### src/rtl/uart_pkg.sv
// Purpose: shared state encoding, parity-mode constants and baud divisor helper for uart_cmd_tx.
// Latency: n/a (declarations only).
// Backpressure: n/a.
package uart_pkg;

    typedef enum logic [2:0] {
        ST_IDLE   = 3'd0,
        ST_START  = 3'd1,
        ST_DATA   = 3'd2,
        ST_PARITY = 3'd3,
        ST_STOP   = 3'd4
    } state_t;

    localparam int PAR_NONE = 0;
    localparam int PAR_ODD  = 1;
    localparam int PAR_EVEN = 2;

    // Clock cycles per bit, rounded to the nearest integer.
    function automatic int baud_div(input int clk_freq, input int baud);
        return (clk_freq + baud / 2) / baud;
    endfunction

endpackage

### src/rtl/uart_baud_gen.sv
// Purpose: bit-period tick generator; tick is high in the last cycle of every DIV-cycle period.
// Latency: first tick DIV cycles after clr (clr restarts the period at count 0).
// Backpressure: none; counts only while en is high.
// Ports: clk, rst_n (async active-low), en (count enable), clr (sync restart), tick (period end).
module uart_baud_gen
#(
    parameter int DIV = 434
)(
    input  logic clk,
    input  logic rst_n,
    input  logic en,
    input  logic clr,
    output logic tick
);

    localparam int CW = (DIV > 1) ? $clog2(DIV) : 1;
    localparam logic [CW-1:0] CNT_LAST = CW'(DIV - 1);

    logic [CW-1:0] cnt;

    assign tick = en && (cnt == CNT_LAST);

    always_ff @(posedge clk or negedge rst_n) begin
        if (!rst_n) begin
            cnt <= '0;
        end else if (clr) begin
            cnt <= '0;
        end else if (en) begin
            cnt <= tick ? '0 : cnt + CW'(1);
        end
    end

endmodule

### src/rtl/uart_cmd_tx.sv
// Purpose: serialises a CMD_WIDTH command as CMD_WIDTH/DATA_BITS back-to-back UART frames, MS slice first.
// Latency: start bit on tx the cycle after accept; cmd_done in the last cycle of the final stop bit.
// Backpressure: cmd_rdy high only in IDLE; cmd_vld is ignored while a command is in flight.
// Ports: clk, rst_n (async active-low), cmd_in/cmd_vld/cmd_rdy (command handshake),
//        tx (serial line, idle high), busy, frame_done / cmd_done (one-cycle pulses).
module uart_cmd_tx
    import uart_pkg::*;
#(
    parameter int CLK_FREQ  = 50000000,
    parameter int BAUD      = 115200,
    parameter int CMD_WIDTH = 16,
    parameter int DATA_BITS = 8,
    parameter int PARITY    = 1,
    parameter int STOP_BITS = 1
)(
    input  logic                 clk,
    input  logic                 rst_n,
    input  logic [CMD_WIDTH-1:0] cmd_in,
    input  logic                 cmd_vld,
    output logic                 cmd_rdy,
    output logic                 tx,
    output logic                 busy,
    output logic                 frame_done,
    output logic                 cmd_done
);

    localparam int BAUD_DIV   = baud_div(CLK_FREQ, BAUD);
    localparam int NUM_FRAMES = CMD_WIDTH / DATA_BITS;
    localparam int BCW        = $clog2(DATA_BITS);
    localparam int FCW        = (NUM_FRAMES > 1) ? $clog2(NUM_FRAMES) : 1;
    localparam logic [BCW-1:0] BIT_LAST = BCW'(DATA_BITS - 1);
    localparam logic [FCW-1:0] FRM_LAST = FCW'(NUM_FRAMES - 1);

    if ((CMD_WIDTH % DATA_BITS) != 0) begin : g_bad_width
        $error("uart_cmd_tx: CMD_WIDTH must be a multiple of DATA_BITS");
    end
    if (DATA_BITS < 5 || DATA_BITS > 9) begin : g_bad_data_bits
        $error("uart_cmd_tx: DATA_BITS must be 5..9");
    end
    if (BAUD_DIV < 2) begin : g_bad_div
        $error("uart_cmd_tx: CLK_FREQ/BAUD must be at least 2");
    end
    if (PARITY < 0 || PARITY > 2) begin : g_bad_parity
        $error("uart_cmd_tx: PARITY must be 0, 1 or 2");
    end
    if (STOP_BITS != 1 && STOP_BITS != 2) begin : g_bad_stop
        $error("uart_cmd_tx: STOP_BITS must be 1 or 2");
    end

    state_t               state, state_nxt;
    logic [CMD_WIDTH-1:0] cmd_q, cmd_nxt;
    logic [BCW-1:0]       bit_cnt, bit_nxt;
    logic [FCW-1:0]       frm_cnt, frm_nxt;
    logic                 stop_cnt, stop_nxt;
    logic                 tx_nxt;
    logic                 tick;
    logic                 accept;
    logic                 start_entry;
    logic                 last_stop;
    logic [DATA_BITS-1:0] slice;
    logic                 par_bit;

    // The captured command is shifted up one slice per frame, so the frame
    // being sent is always the top DATA_BITS of cmd_q.
    assign slice       = cmd_q[CMD_WIDTH-1 -: DATA_BITS];
    assign par_bit     = (PARITY == PAR_ODD) ? ~^slice : ^slice;
    assign cmd_rdy     = (state == ST_IDLE);
    assign busy        = (state != ST_IDLE);
    assign accept      = cmd_vld && cmd_rdy;
    assign last_stop   = (STOP_BITS == 1) || stop_cnt;
    assign frame_done  = (state == ST_STOP) && tick && last_stop;
    assign cmd_done    = frame_done && (frm_cnt == FRM_LAST);
    assign start_entry = (state_nxt == ST_START) && (state != ST_START);

    uart_baud_gen #(
        .DIV (BAUD_DIV)
    ) u_baud_gen (
        .clk   (clk),
        .rst_n (rst_n),
        .en    (busy),
        .clr   (start_entry),
        .tick  (tick)
    );

    always_comb begin
        state_nxt = state;
        cmd_nxt   = cmd_q;
        bit_nxt   = bit_cnt;
        frm_nxt   = frm_cnt;
        stop_nxt  = stop_cnt;
        tx_nxt    = 1'b1;

        unique case (state)
            ST_IDLE: begin
                if (accept) begin
                    state_nxt = ST_START;
                    cmd_nxt   = cmd_in;
                    bit_nxt   = '0;
                    frm_nxt   = '0;
                end
            end
            ST_START: begin
                if (tick) state_nxt = ST_DATA;
            end
            ST_DATA: begin
                if (tick) begin
                    if (bit_cnt == BIT_LAST) begin
                        state_nxt = (PARITY != PAR_NONE) ? ST_PARITY : ST_STOP;
                        stop_nxt  = 1'b0;
                    end else begin
                        bit_nxt = bit_cnt + BCW'(1);
                    end
                end
            end
            ST_PARITY: begin
                if (tick) begin
                    state_nxt = ST_STOP;
                    stop_nxt  = 1'b0;
                end
            end
            ST_STOP: begin
                if (tick) begin
                    if (!last_stop) begin
                        stop_nxt = 1'b1;
                    end else if (frm_cnt == FRM_LAST) begin
                        state_nxt = ST_IDLE;
                        frm_nxt   = '0;
                    end else begin
                        state_nxt = ST_START;
                        frm_nxt   = frm_cnt + FCW'(1);
                        bit_nxt   = '0;
                        cmd_nxt   = cmd_q << DATA_BITS;
                    end
                end
            end
            default: state_nxt = ST_IDLE;
        endcase

        // tx is registered from the next-state view so the line never glitches.
        // cmd_q only changes on the way into START, so slice is valid for DATA/PARITY.
        unique case (state_nxt)
            ST_START:  tx_nxt = 1'b0;
            ST_DATA:   tx_nxt = slice[bit_nxt];
            ST_PARITY: tx_nxt = par_bit;
            default:   tx_nxt = 1'b1;
        endcase
    end

    always_ff @(posedge clk or negedge rst_n) begin
        if (!rst_n) begin
            state    <= ST_IDLE;
            cmd_q    <= '0;
            bit_cnt  <= '0;
            frm_cnt  <= '0;
            stop_cnt <= 1'b0;
            tx       <= 1'b1;
        end else begin
            state    <= state_nxt;
            cmd_q    <= cmd_nxt;
            bit_cnt  <= bit_nxt;
            frm_cnt  <= frm_nxt;
            stop_cnt <= stop_nxt;
            tx       <= tx_nxt;
        end
    end

endmodule

### config.mk
export PLATFORM = sky130hd
export DESIGN_NAME = uart_cmd_tx
export DESIGN_NICKNAME = d
export VERILOG_FILES = /design/src/rtl/uart_pkg.sv /design/src/rtl/uart_baud_gen.sv /design/src/rtl/uart_cmd_tx.sv
export SDC_FILE = /design/constraint.sdc
export NUM_CORES = 1
export LEC_CHECK = 0
export BUFFER_PORTS_ARGS = -buffer_cell sky130_fd_sc_hd__buf_4
export CELL_PAD_IN_SITES_DETAIL_PLACEMENT = 0
export CELL_PAD_IN_SITES_GLOBAL_PLACEMENT = 1
export CORE_ASPECT_RATIO = 0.8
export CORE_MARGIN = 4
export CORE_UTILIZATION = 44
export DETAILED_ROUTE_END_ITERATION = 6
export GPL_TIMING_DRIVEN = 0
export PLACE_DENSITY = 0.86
export RECOVER_POWER = 50
export SLEW_MARGIN = 0
export SYNTH_ARGS = -nofsm -noshare
export SYNTH_HDL_FRONTEND = slang
export SYNTH_SLANG_ARGS = --single-unit
### constraint.sdc
create_clock -name clk -period 2.8 [get_ports clk]
set_input_delay 0.28 -clock clk [delete_from_list [all_inputs] [get_ports clk]]
set_output_delay 0.28 -clock clk [all_outputs]
set_load 0.01 [all_outputs]
# == Word-level counts from Yosys, hierarchy flattened ==
# Cells that the tools add are included.
# word_totals
ff_bits,33
out_inout_bits,5
wordCells,63
# op_classes
n_reduce_logical,12
n_eq_ne,13
n_addsub,3
n_mux,28
n_lt_le_gt_ge,1
# op_table
operator,n
two-way mux 16 bit,3
two-way mux 3 bit,11
case mux 16 bit (2 select lines),1
two-way mux 9 bit,3
case mux 3 bit (5 select lines),1
== test 3 x 2 -> 1 bit (second input constant),4
adder 9 x 1 -> 9 bit (second input constant),1
== test 9 bit (second input constant),1
case mux 3 bit (3 select lines),1
XNOR reduction 8 bit,1
== test 3 x 1 -> 1 bit (second input constant),2
== test 3 bit (second input constant),2
logical AND 1 bit,5
two-way mux 1 bit,5
< comparator 3 x 4 -> 1 bit (second input constant),1
inequality test 2 bit (second input constant),2
AND reduction 4 bit,1
nonzero test 2 bit,2
adder 3 x 1 -> 3 bit (second input constant),1
binary-select mux 1 bit (select 3 bit),1
zero test 3 bit,1
inequality test 3 x 1 -> 1 bit (second input constant),1
case mux 1 bit (3 select lines),1
AND reduction 3 bit,1
other kinds (4),4

# == Longest topological paths before layout ==
# Gate-level depths: netlist (run 1).
# logic_depth
ltp_word,7
ltp_mapped,11

# == By module ==
# Synthesis (run 1) repeated with hierarchy kept, for this count alone.
# unflattened
cells_unflattened,212
hier_area_um2,1938.1
# modules_own_cells
mod,area_each_um2,instances,seq_area_each_um2,cells_per_inst
uart_cmd_tx,1346.3,1,601.8,153
uart_baud_gen,591.8,1,225.2,59

# == Worst setup path after synthesis (run 1) ==
# No wires, ideal clock.
# synth_path
path_type,flip-flop to flip-flop
start,register u_baud_gen.cnt[1]
end,register tx
t_required_ns,2.723
path_buffers,0
path_stages_with_launch,10
arrival_time_ns,2.201
period_less_slack_ns,2.278
setup_ns,0.077
path_slack_ns,0.522
path_cell_list,dfrtp_1 > inv_1 > ha_1 > nor4b_4 > and3b_2 > nand4b_4 > and2_4 > o2111a_1 > or4_1 > a31oi_1
# synth_between
elab_chain_cells,7
word_cells_on_any_way,16
# synth_lines
element,line_no,source
from (decl),uart_baud_gen.sv:19,logic [CW-1:0] cnt;
from (signal assigned),uart_baud_gen.sv:29,cnt <= tick ? '0 : cnt + CW'(1);
== test 9 bit *,uart_baud_gen.sv:21,assign tick = en && (cnt == CNT_LAST);
logical AND 1 bit *,uart_baud_gen.sv:21,
two-way mux 3 bit (on tied branches),"uart_cmd_tx.sv:122, uart_cmd_tx.sv:106",
case mux 3 bit (3 select lines),uart_cmd_tx.sv:93,unique case (state)
binary-select mux 1 bit (select 3 bit),uart_cmd_tx.sv:143,ST_DATA: tx_nxt = slice[bit_nxt];
two-way mux 1 bit (not written as such),uart_cmd_tx.sv:143,
case mux 1 bit (3 select lines) *,uart_cmd_tx.sv:141,unique case (state_nxt)
via tx_nxt,uart_cmd_tx.sv:55,logic tx_nxt;
to (signal assigned),uart_cmd_tx.sv:163,tx <= tx_nxt;
to (decl),uart_cmd_tx.sv:21,"output logic tx,"
# The timed path passes the listed nets; every way through them passes the cells marked *. The select of a mux whose other input is x is not followed.
# A chain may end at the register's enable or synchronous reset.

# == Worst setup path in the final report (run 1) ==
# Same ends and word-level chain as after synthesis.

==> impl_metrics.yaml, run 1 <==
yosys:
  seq_area_frac_synth_pct: 45.0
  ys_warn_count: 0
  postSynthCellCount: 187
  syn_area_per_cell_um2: 9.83
  synth-seq-cells: 33
  syn-num-nets: 209
  yosys.cell_types.count: 46
  syn-cell-area_um2: 1840
sta:
  timing.hold.ws_ps: 208
  setup_viol: 0
  period_needed_ps: 2590
  setup_tns_ps: 0
  relSlewSlack_pct: -17.1
  fin_worst_skew_ps: 2.73
  final-max-slew-violation-count: 34
  hold_viol: 0
  max_clock_freq_ghz: 0.386
  setup_ws_ps: 206
  rsz0062_at_grt: "no"
  tightest_slew_ps: 1760
  period_share_pct: 92.6
pwr:
  power_density_nw_per_um2: 981
  leakagePower_nw: 1.01
  total_power_mw: 2.19
  peakVddDrop_mv: 0.558
worst_setup_path:
  worstSetupStartpointType: "flop"
  required_ps: 3020
  rr_worst_depth: 9
  crit_path_end_kind: "flop"
  rr_startpoint: "u_baud_gen.cnt[1]"
  critPathTopFamily: "simple AND/OR/NAND/NOR gates"
  crit_chain: "inv_1, ha_1, nor4b_4, nand2_2, o311ai_4, and3_2, a2111oi_0, or4_1, a31oi_1"
  path_buf_inv: 1
  r2r_slack_ps: 210
  crit_type: "flop to flop"
  cp_slowest_cell: "or4_1"
  slowest_delay_ps: 550
  arrival_ps: 2810
  crit_cells: 9
  startpoint: "u_baud_gen.cnt[1]"
  path_max_fanout: 6
detailed_routing:
  dr.pass1.iters: 4
  drt_iter0_markers: 86
  routedWlPerCell_um: 15.3
  vias_per_cell: 5.53
  antenna_left: 0
  vias: 1521
  drc: 0
  wl_mm: 4.21
hold_path:
  hold_depth: 2
  min-delay-start: "cmd_in[0]"
  worstHoldPathType: "input pin to flop"
placed_design:
  dpl.hpwl_mm: 3.15
  pre_cts_ws_ps: 101
  routabilityCongestion: 0.845
  placed_area_um2: 2080
  numPortBuffers: 23
floorplan:
  num_io_pins: 24
  fp.dieW_um: 80.3
  rows: 20
  core_um2: 3900
  die_h_um: 65.8
  initial_core_util_pct: 47.1
  die_area_um2: 5280
cells_and_area:
  final_common_cell: "dfrtp_1"
  diodes: 0
  drive_above_1_share_pct: 24.5
  finalNetCount: 241
  n_fill_cell: 359
  final_area_um2: 2230
  layout_common_cells: "dfrtp_1, nand2_1, buf_4, nor2_1, a31oi_1"
  final-seq-area_um2: 827
  multi_input_area_um2: 951
  area_growth_pct: 21.2
run_status:
  outcome: "complete, but fails checks"
  violations: "capacitance limit, slew limit"
cts:
  clk_latency_ps: 290
  clockBufferDepth: 2
  htreeDepth: 2
  cts_tree: "done"
  cts_buffers: 5
  cts_root_buf: "clkbuf_8"
  clk_pin_slew_ps: 70
  clock_sinks: 33
grt:
  grt_pass1_wl_mm: 7.34
  grt_usage_pct: 18.5
  grt_overflow: 0
  first_global_vias: 1525
  grt_max_degree: 34
  antenna_found_initial: 0
job:
  cap_violations: 1
-- metrics by stage --
step	util (%)	instances
CTS	56.6	274
finish	57.1	275
global placement	53.3	265
detailed placement	53.3	265
floorplan	-	187
global route	57.1	275
-- registers in the layout, indices dropped and copies added (netlist names) --
register	cells
bit_cnt	3
u_baud_gen.cnt	9
tx	1
cmd_q	16
frm_cnt	1
state	3
-- final timing paths --
check,endpoint
setup / recovery,tx
hold / removal,cmd_q[0]
hold reg to reg,cmd_q[1]
setup reg to reg,tx
min in group asynchronous,frm_cnt
max in group asynchronous,cmd_q[0]
-- layer usage --
metal	vias to the layer above	track usage [%]	wire [µm]
met5	-	0	0
met4	0	8.02	87
met3	12	5.18	261
met2	42	27.6	1830
met1	726	25.0	2030
li1	741	-	-
-- synth_stat cells (all sizes together) --
cell type,count,area share (%)
nor3b,4,1.6
a211oi,2,0.82
nand4b,1,1.3
nand2,24,4.9
or4b,1,0.54
o21ai,4,1.1
o22ai,1,0.34
nand3,6,1.6
and2,2,0.89
or4,1,0.41
inv,9,1.8
or3b,1,0.48
nor4b,4,3.4
o311ai,1,1.4
xnor2,9,4.3
xor2,2,0.95
and3,6,2.3
a2111oi,2,0.95
a31oi,10,3.4
nor3,3,0.82
buf,4,1.4
dfrtp,32,44
o21a,2,0.82
dfstp,1,1.4
and2b,1,0.48
or3,2,0.68
and4,1,0.48
o2111a,2,1.2
ha,3,2.0
nand4,2,0.68
a311oi,2,0.95
a21oi,10,2.9
and3b,1,0.54
a22o,8,3.8
nand2b,2,0.68
clkbuf,5,1.0
nor2,14,2.9
a31o,1,0.48
a211o,1,0.48
-- repair_timing --
item	in CTS	in global routing
endpoints found under the setup margin	0	2
resized for setup	0	4
buffers inserted	0	1
hold buffers	1	0
endpoints found under the hold margin	32	0
-- logic make-up (layout without fill, tap and decap cells) --
group / count (synthesis) / in the layout / share of synthesized area, %
simple gates: 76 / 76 / 24.7
xor+xnor: 11 / 11 / 5.24
flops: 33 / 33 / 45.0
buf+inv: 18 / 51 / 4.29
compound gates: 46 / 46 / 18.7
fa+ha+maj: 3 / 3 / 2.04
-- where the power goes --
| part | switching, mW | internal [mW] | total [mW] |
|---|---|---|---|
| Sequential | 0.217 | 0.701 | 0.918 |
| Combinational | 0.376 | 0.423 | 0.799 |
| Clock | 0.181 | 0.289 | 0.470 |
| Total | 0.773 | 1.41 | 2.19 |
-- cell type report --
class | count | share of cell area, %
Tap cell | 55 | 3.09
Buffer | 9 | 2.02
Timing Repair Buffer | 25 | 8.20
Clock buffer | 6 | 3.71
Sequential cell | 33 | 37.1
Multi-Input combinational cell | 136 | 42.7
Clock inverter | 2 | 1.68
Inverter | 9 | 1.52
-- worst reg2reg max path: cells and delay by family (launching register included) --
kind            cells  cell delay [ps]
flops               1              410
buf+inv             1               60
simple gates        4             1260
compound gates      3              640
fa+ha+maj           1              150
Power figures use the tool's default switching activity.
==> run 2: changes to the inputs <==
--- a/config.mk
+++ b/config.mk
@@ -8,14 +8,13 @@
 export BUFFER_PORTS_ARGS = -buffer_cell sky130_fd_sc_hd__buf_4
 export CELL_PAD_IN_SITES_DETAIL_PLACEMENT = 0
 export CELL_PAD_IN_SITES_GLOBAL_PLACEMENT = 1
-export CORE_ASPECT_RATIO = 0.8
 export CORE_MARGIN = 4
 export CORE_UTILIZATION = 44
 export DETAILED_ROUTE_END_ITERATION = 6
 export GPL_TIMING_DRIVEN = 0
 export PLACE_DENSITY = 0.86
 export RECOVER_POWER = 50
-export SLEW_MARGIN = 0
+export SLEW_MARGIN = 20
 export SYNTH_ARGS = -nofsm -noshare
 export SYNTH_HDL_FRONTEND = slang
 export SYNTH_SLANG_ARGS = --single-unit
==> impl_metrics.yaml, run 2 (same netlist as run 1, synthesis figures left out) <==
sta:
  setup_viol: 0
  period_share_pct: 92.6
  period_needed_ps: 2590
  max_clock_freq_ghz: 0.386
  fin_worst_skew_ps: 4.85
  hold_viol: 0
  setup_tns_ps: 0
  timing.hold.ws_ps: 225
  tightest_slew_ps: 1690
  rsz0062_at_grt: "no"
  final-max-slew-violation-count: 34
  relSlewSlack_pct: -12.9
cts:
  clk_latency_ps: 270
  htreeDepth: 2
  cts_buffers: 5
  clock_sinks: 33
  cts_tree: "done"
  postCtsSetupBuffers: 0
  clk_pin_slew_ps: 60
  clockBufferDepth: 2
  cts_root_buf: "clkbuf_8"
floorplan:
  num_io_pins: 24
  die_h_um: 72.6
  fp.dieW_um: 72.6
  rows: 23
  die_area_um2: 5280
  core_um2: 4030
  initial_core_util_pct: 45.6
worst_setup_path:
  cp_slowest_cell: "or4_1"
  crit_path_end_kind: "flop"
  worstSetupStartpointType: "flop"
  rr_startpoint: "u_baud_gen.cnt[1]"
  path_buf_inv: 3
  critPathTopFamily: "simple AND/OR/NAND/NOR gates"
  rr_worst_depth: 11
  crit_type: "flop to flop"
  arrival_ps: 2780
  crit_chain: "inv_1, ha_1, nor4b_4, and2_2, buf_6, a21oi_4, o21ai_1, inv_1, o2111a_1, or4_1, a31oi_1"
  required_ps: 2990
  rr_endpoint: "tx"
  slowest_delay_ps: 520
  cp_common_cell: "inv_1"
  path_max_fanout: 10
  crit_cells: 11
  r2r_slack_ps: 210
detailed_routing:
  antenna_left: 0
  drc: 0
  vias_per_cell: 5.54
  vias: 1491
  wl_mm: 3.81
  drt_iter0_markers: 43
  routedWlPerCell_um: 14.2
  dr.pass1.iters: 4
pwr:
  peakVddDrop_mv: 0.477
  total_power_mw: 2.01
  leakagePower_nw: 0.992
  power_density_nw_per_um2: 926
grt:
  first_global_vias: 1417
  grt_overflow: 0
  grt_max_degree: 34
  grt_usage_pct: 15.7
  grt_pass1_wl_mm: 6.47
  antenna_found_initial: 0
cells_and_area:
  n_fill_cell: 389
  drive_above_1_share_pct: 22.8
  fin_cells: 269
  area_growth_pct: 18.2
  final_common_cell: "dfrtp_1"
  finalNetCount: 240
  largest_reg_flops: 16
  regMostFlops: "cmd_q"
  diodes: 0
  layout_common_cells: "dfrtp_1, nand2_1, buf_4, nor2_1, a31oi_1"
  top_regs: "cmd_q (16), u_baud_gen.cnt (9)"
run_status:
  violations: "capacitance limit, slew limit"
  outcome: "complete, but fails checks"
job:
  cap_violations: 1
placed_design:
  dpl.hpwl_mm: 2.89
  dpl.cell_count: 260
  routabilityCongestion: 0.865
  numPortBuffers: 23
hold_path:
  min-delay-start: "cmd_in[5]"
  worstHoldPathType: "input pin to flop"
  hold_depth: 2
  holdPathEnd: "cmd_q[5]"
run 2: area by class of cell:
type | count | area, µm² | share of cell area [%]
inverter | 9 | 33.8 | 1.56
clock inverter | 2 | 10.0 | 0.461
timing repair buffer | 24 | 175 | 8.06
multi-input combinational | 136 | 947 | 43.6
clock buffer | 6 | 72.6 | 3.34
tap | 50 | 62.6 | 2.88
buffer | 9 | 43.8 | 2.02
sequential | 33 | 827 | 38.1
run 2: how the worst max path moves through the flow:
stage                                 start  endpoint  slack, ps
after floorplan           u_baud_gen.cnt[1]        tx        520
after global placement    u_baud_gen.cnt[0]        tx        180
after detailed placement  u_baud_gen.cnt[0]        tx        150
after CTS                 u_baud_gen.cnt[0]        tx        130
after global routing      u_baud_gen.cnt[1]        tx         20
final                     u_baud_gen.cnt[1]        tx        210
run 2: where the power goes:
group	leakage (nW)	switching (mW)	internal (mW)
logic	0.551	0.352	0.418
clock network	0.0450	0.158	0.172
registers	0.396	0.210	0.701
run 2: timing repair:
action                     4_1_cts  5_1_grt
hold endpoints to repair        32        0
resized for setup                0        2
setup endpoints to repair        0        1
hold buffers                     1        0
run 2: layer usage:
layer  track usage [%]  part of all wire (%)  wire length [µm]
met5                 0                     0                 0
met4              5.12                  0.50                19
met3              3.72                   5.4               206
met2              25.1                    46              1750
met1              21.2                    48              1830
run 2: stage by stage:
step                utilization, %  cell area, µm²  worst slack, ps
global route                  53.9            2170             17.5
floorplan                        -            1840              522
finish                        53.9            2170              208
CTS                           53.9            2170              129
detailed placement            51.6            2080              154
global placement              51.5            2070              179
run 2: worst register-to-register path: stages, from the launching register on:
cell and delay [ps]:
dfrtp_1 400, inv_1 60, ha_1 140, nor4b_4 310
and2_2 210, buf_6 140, a21oi_4 110, o21ai_1 170
inv_1 110, o2111a_1 130, or4_1 520, a31oi_1 200
==> run 3: changes to the inputs <==
--- a/config.mk
+++ b/config.mk
@@ -8,11 +8,12 @@
 export BUFFER_PORTS_ARGS = -buffer_cell sky130_fd_sc_hd__buf_4
 export CELL_PAD_IN_SITES_DETAIL_PLACEMENT = 0
 export CELL_PAD_IN_SITES_GLOBAL_PLACEMENT = 1
+export CORE_ASPECT_RATIO = 1.2
 export CORE_MARGIN = 4
 export CORE_UTILIZATION = 44
 export DETAILED_ROUTE_END_ITERATION = 6
 export GPL_TIMING_DRIVEN = 0
-export PLACE_DENSITY = 0.86
+export PLACE_DENSITY_LB_ADDON = 0.1
 export RECOVER_POWER = 50
 export SLEW_MARGIN = 20
 export SYNTH_ARGS = -nofsm -noshare
==> impl_metrics.yaml, run 3 (same netlist as run 1, synthesis figures left out) <==
job:
  cap_violations: 1
cells_and_area:
  final_area_um2: 2210
  top_regs: "cmd_q (16), u_baud_gen.cnt (9)"
  final_common_cell: "dfrtp_1"
  n_fill_cell: 386
  multi_input_area_um2: 947
  drive_above_1_share_pct: 22.8
  largest_reg_flops: 16
  utilization_pct: 55.7
  diodes: 0
  final-seq-area_um2: 827
  area_growth_pct: 20.3
  regMostFlops: "cmd_q"
  finalNetCount: 240
  layout_common_cells: "dfrtp_1, nand2_1, buf_4, nor2_1, a31oi_1"
cts:
  clock_sinks: 33
  cts_buffers: 5
  clk_pin_slew_ps: 80
  clockBufferDepth: 2
  cts_tree: "done"
  cts_root_buf: "clkbuf_8"
  htreeDepth: 2
  clk_latency_ps: 290
  postCtsSetupBuffers: 0
placed_design:
  dpl.hpwl_mm: 3.06
  placed_area_um2: 2080
  pre_cts_ws_ps: 146
  routabilityCongestion: 0.822
  numPortBuffers: 23
sta:
  max_clock_freq_ghz: 0.383
  period_needed_ps: 2610
  hold_viol: 0
  fin_worst_skew_ps: 11.6
  relSlewSlack_pct: -17.7
  period_share_pct: 93.3
  rsz0062_at_grt: "no"
  tightest_slew_ps: 1760
  setup_ws_ps: 187
  final-max-slew-violation-count: 34
  setup_viol: 0
  setup_tns_ps: 0
detailed_routing:
  vias_per_cell: 5.55
  routedWlPerCell_um: 15.5
  drc: 0
  vias: 1516
  dr.pass1.iters: 4
  top_layer_used: "met4"
  drt_iter0_markers: 81
  met3_length_um: 203
  dr_wl_met2_mm: 2.15
  antenna_left: 0
  wl_mm: 4.23
  wl_met1_mm: 1.84
run_status:
  outcome: "complete, but fails checks"
  violations: "capacitance limit, slew limit"
worst_setup_path:
  cp_slowest_cell: "or4_1"
  crit_chain: "clkbuf_1, nor4b_2, a31o_2, a211o_1, nand2_1, o2111a_1, or4_1, a31oi_1"
  critPathTopFamily: "simple AND/OR/NAND/NOR gates"
  crit_path_end_kind: "flop"
  worstSetupStartpointType: "flop"
  rr_startpoint: "state[0]"
  path_buf_inv: 1
  rr_worst_depth: 8
  r2r_slack_ps: 190
  slowest_delay_ps: 540
  path_max_fanout: 10
  crit_type: "flop to flop"
  rr_endpoint: "tx"
  required_ps: 3020
  arrival_ps: 2830
grt:
  grt_overflow: 0
  antenna_found_initial: 0
  grt_max_degree: 34
  grt_usage_pct: 17.7
  grt_pass1_wl_mm: 7.13
  first_global_vias: 1536
pwr:
  power_frac_clock_pct: 21.5
  p_int_mw: 1.41
  power_density_nw_per_um2: 982
  power_frac_seq_pct: 42.2
  switching_share_pct: 35.1
  power.switching_mw: 0.761
  p_comb_share_pct: 36.3
  total_power_mw: 2.17
  leakagePower_nw: 1.01
  peakVddDrop_mv: 0.534
floorplan:
  fp.dieW_um: 67
  die_h_um: 78.8
  initial_core_util_pct: 46.3
  num_io_pins: 24
  rows: 25
  core_um2: 3970
  die_area_um2: 5280
hold_path:
  holdPathEnd: "cmd_q[5]"
  worstHoldPathType: "input pin to flop"
  hold_depth: 2
  min-delay-start: "cmd_in[5]"
[run 3: changes by cell type in the layout (fill, tap and decap cells not counted)]
| cell | change |
|---|---|
| bufinv_16 | +1 |
| clkbuf_8 | +1 |
| clkinv_2 | -2 |
[run 3: area by class of cell]
type / instances / share of cell area (%)
Multi-Input combinational cell: 136 / 42.8
Sequential cell: 33 / 37.4
Timing Repair Buffer: 24 / 7.92
Clock buffer: 7 / 3.90
Tap cell: 54 / 3.06
Buffer: 9 / 1.98
Inverter: 9 / 1.53
Clock inverter: 1 / 1.36
[run 3: through the flow]
| stage | hold slack (ps) | instances |
|---|---|---|
| after floorplan | -15.6 | 187 |
| after global placement | 244 | 264 |
| after detailed placement | 252 | 264 |
| after CTS | 206 | 273 |
| after global routing | 208 | 273 |
| final | 213 | 273 |
[run 3: power by group through the flow]
stage                     clock [mW]  combinational (mW)  sequential (mW)
final                          0.466               0.788            0.917
after global routing           0.493               0.867            0.948
after CTS                      0.478               0.802            0.915
after detailed placement           0               0.797            0.922
after global placement             0               0.775            0.911
after floorplan                    0               0.629            0.868
[run 3: per-layer routing]
metal	up-vias	GRT usage [%]
li1	742	-
met1	734	22.4
met2	34	29.3
met3	6	4.38
met4	0	5.48
met5	-	0
[run 3: worst max path at each step]
stage               depth (start not counted)  slack, ps               from  endpoint
CTS                                         9        140  u_baud_gen.cnt[0]        tx
finish                                      8        190           state[0]        tx
detailed placement                          9        150  u_baud_gen.cnt[0]        tx
global placement                            9        180  u_baud_gen.cnt[0]        tx
floorplan                                   9        520  u_baud_gen.cnt[1]        tx
global route                                8         30           state[0]        tx
[run 3: worst reg2reg max path, stage by stage, from the launching register on]
cell and delay (ps):
dfrtp_1 410, clkbuf_1 250, nor4b_2 470, a31o_2 290
a211o_1 120, nand2_1 110, o2111a_1 160, or4_1 540
a31oi_1 190
[run 3: timing repair]
action	in CTS	in global routing
endpoints found under the setup margin	0	1
gates resized for setup	0	2
hold buffers	1	0
endpoints found under the hold margin	32	0
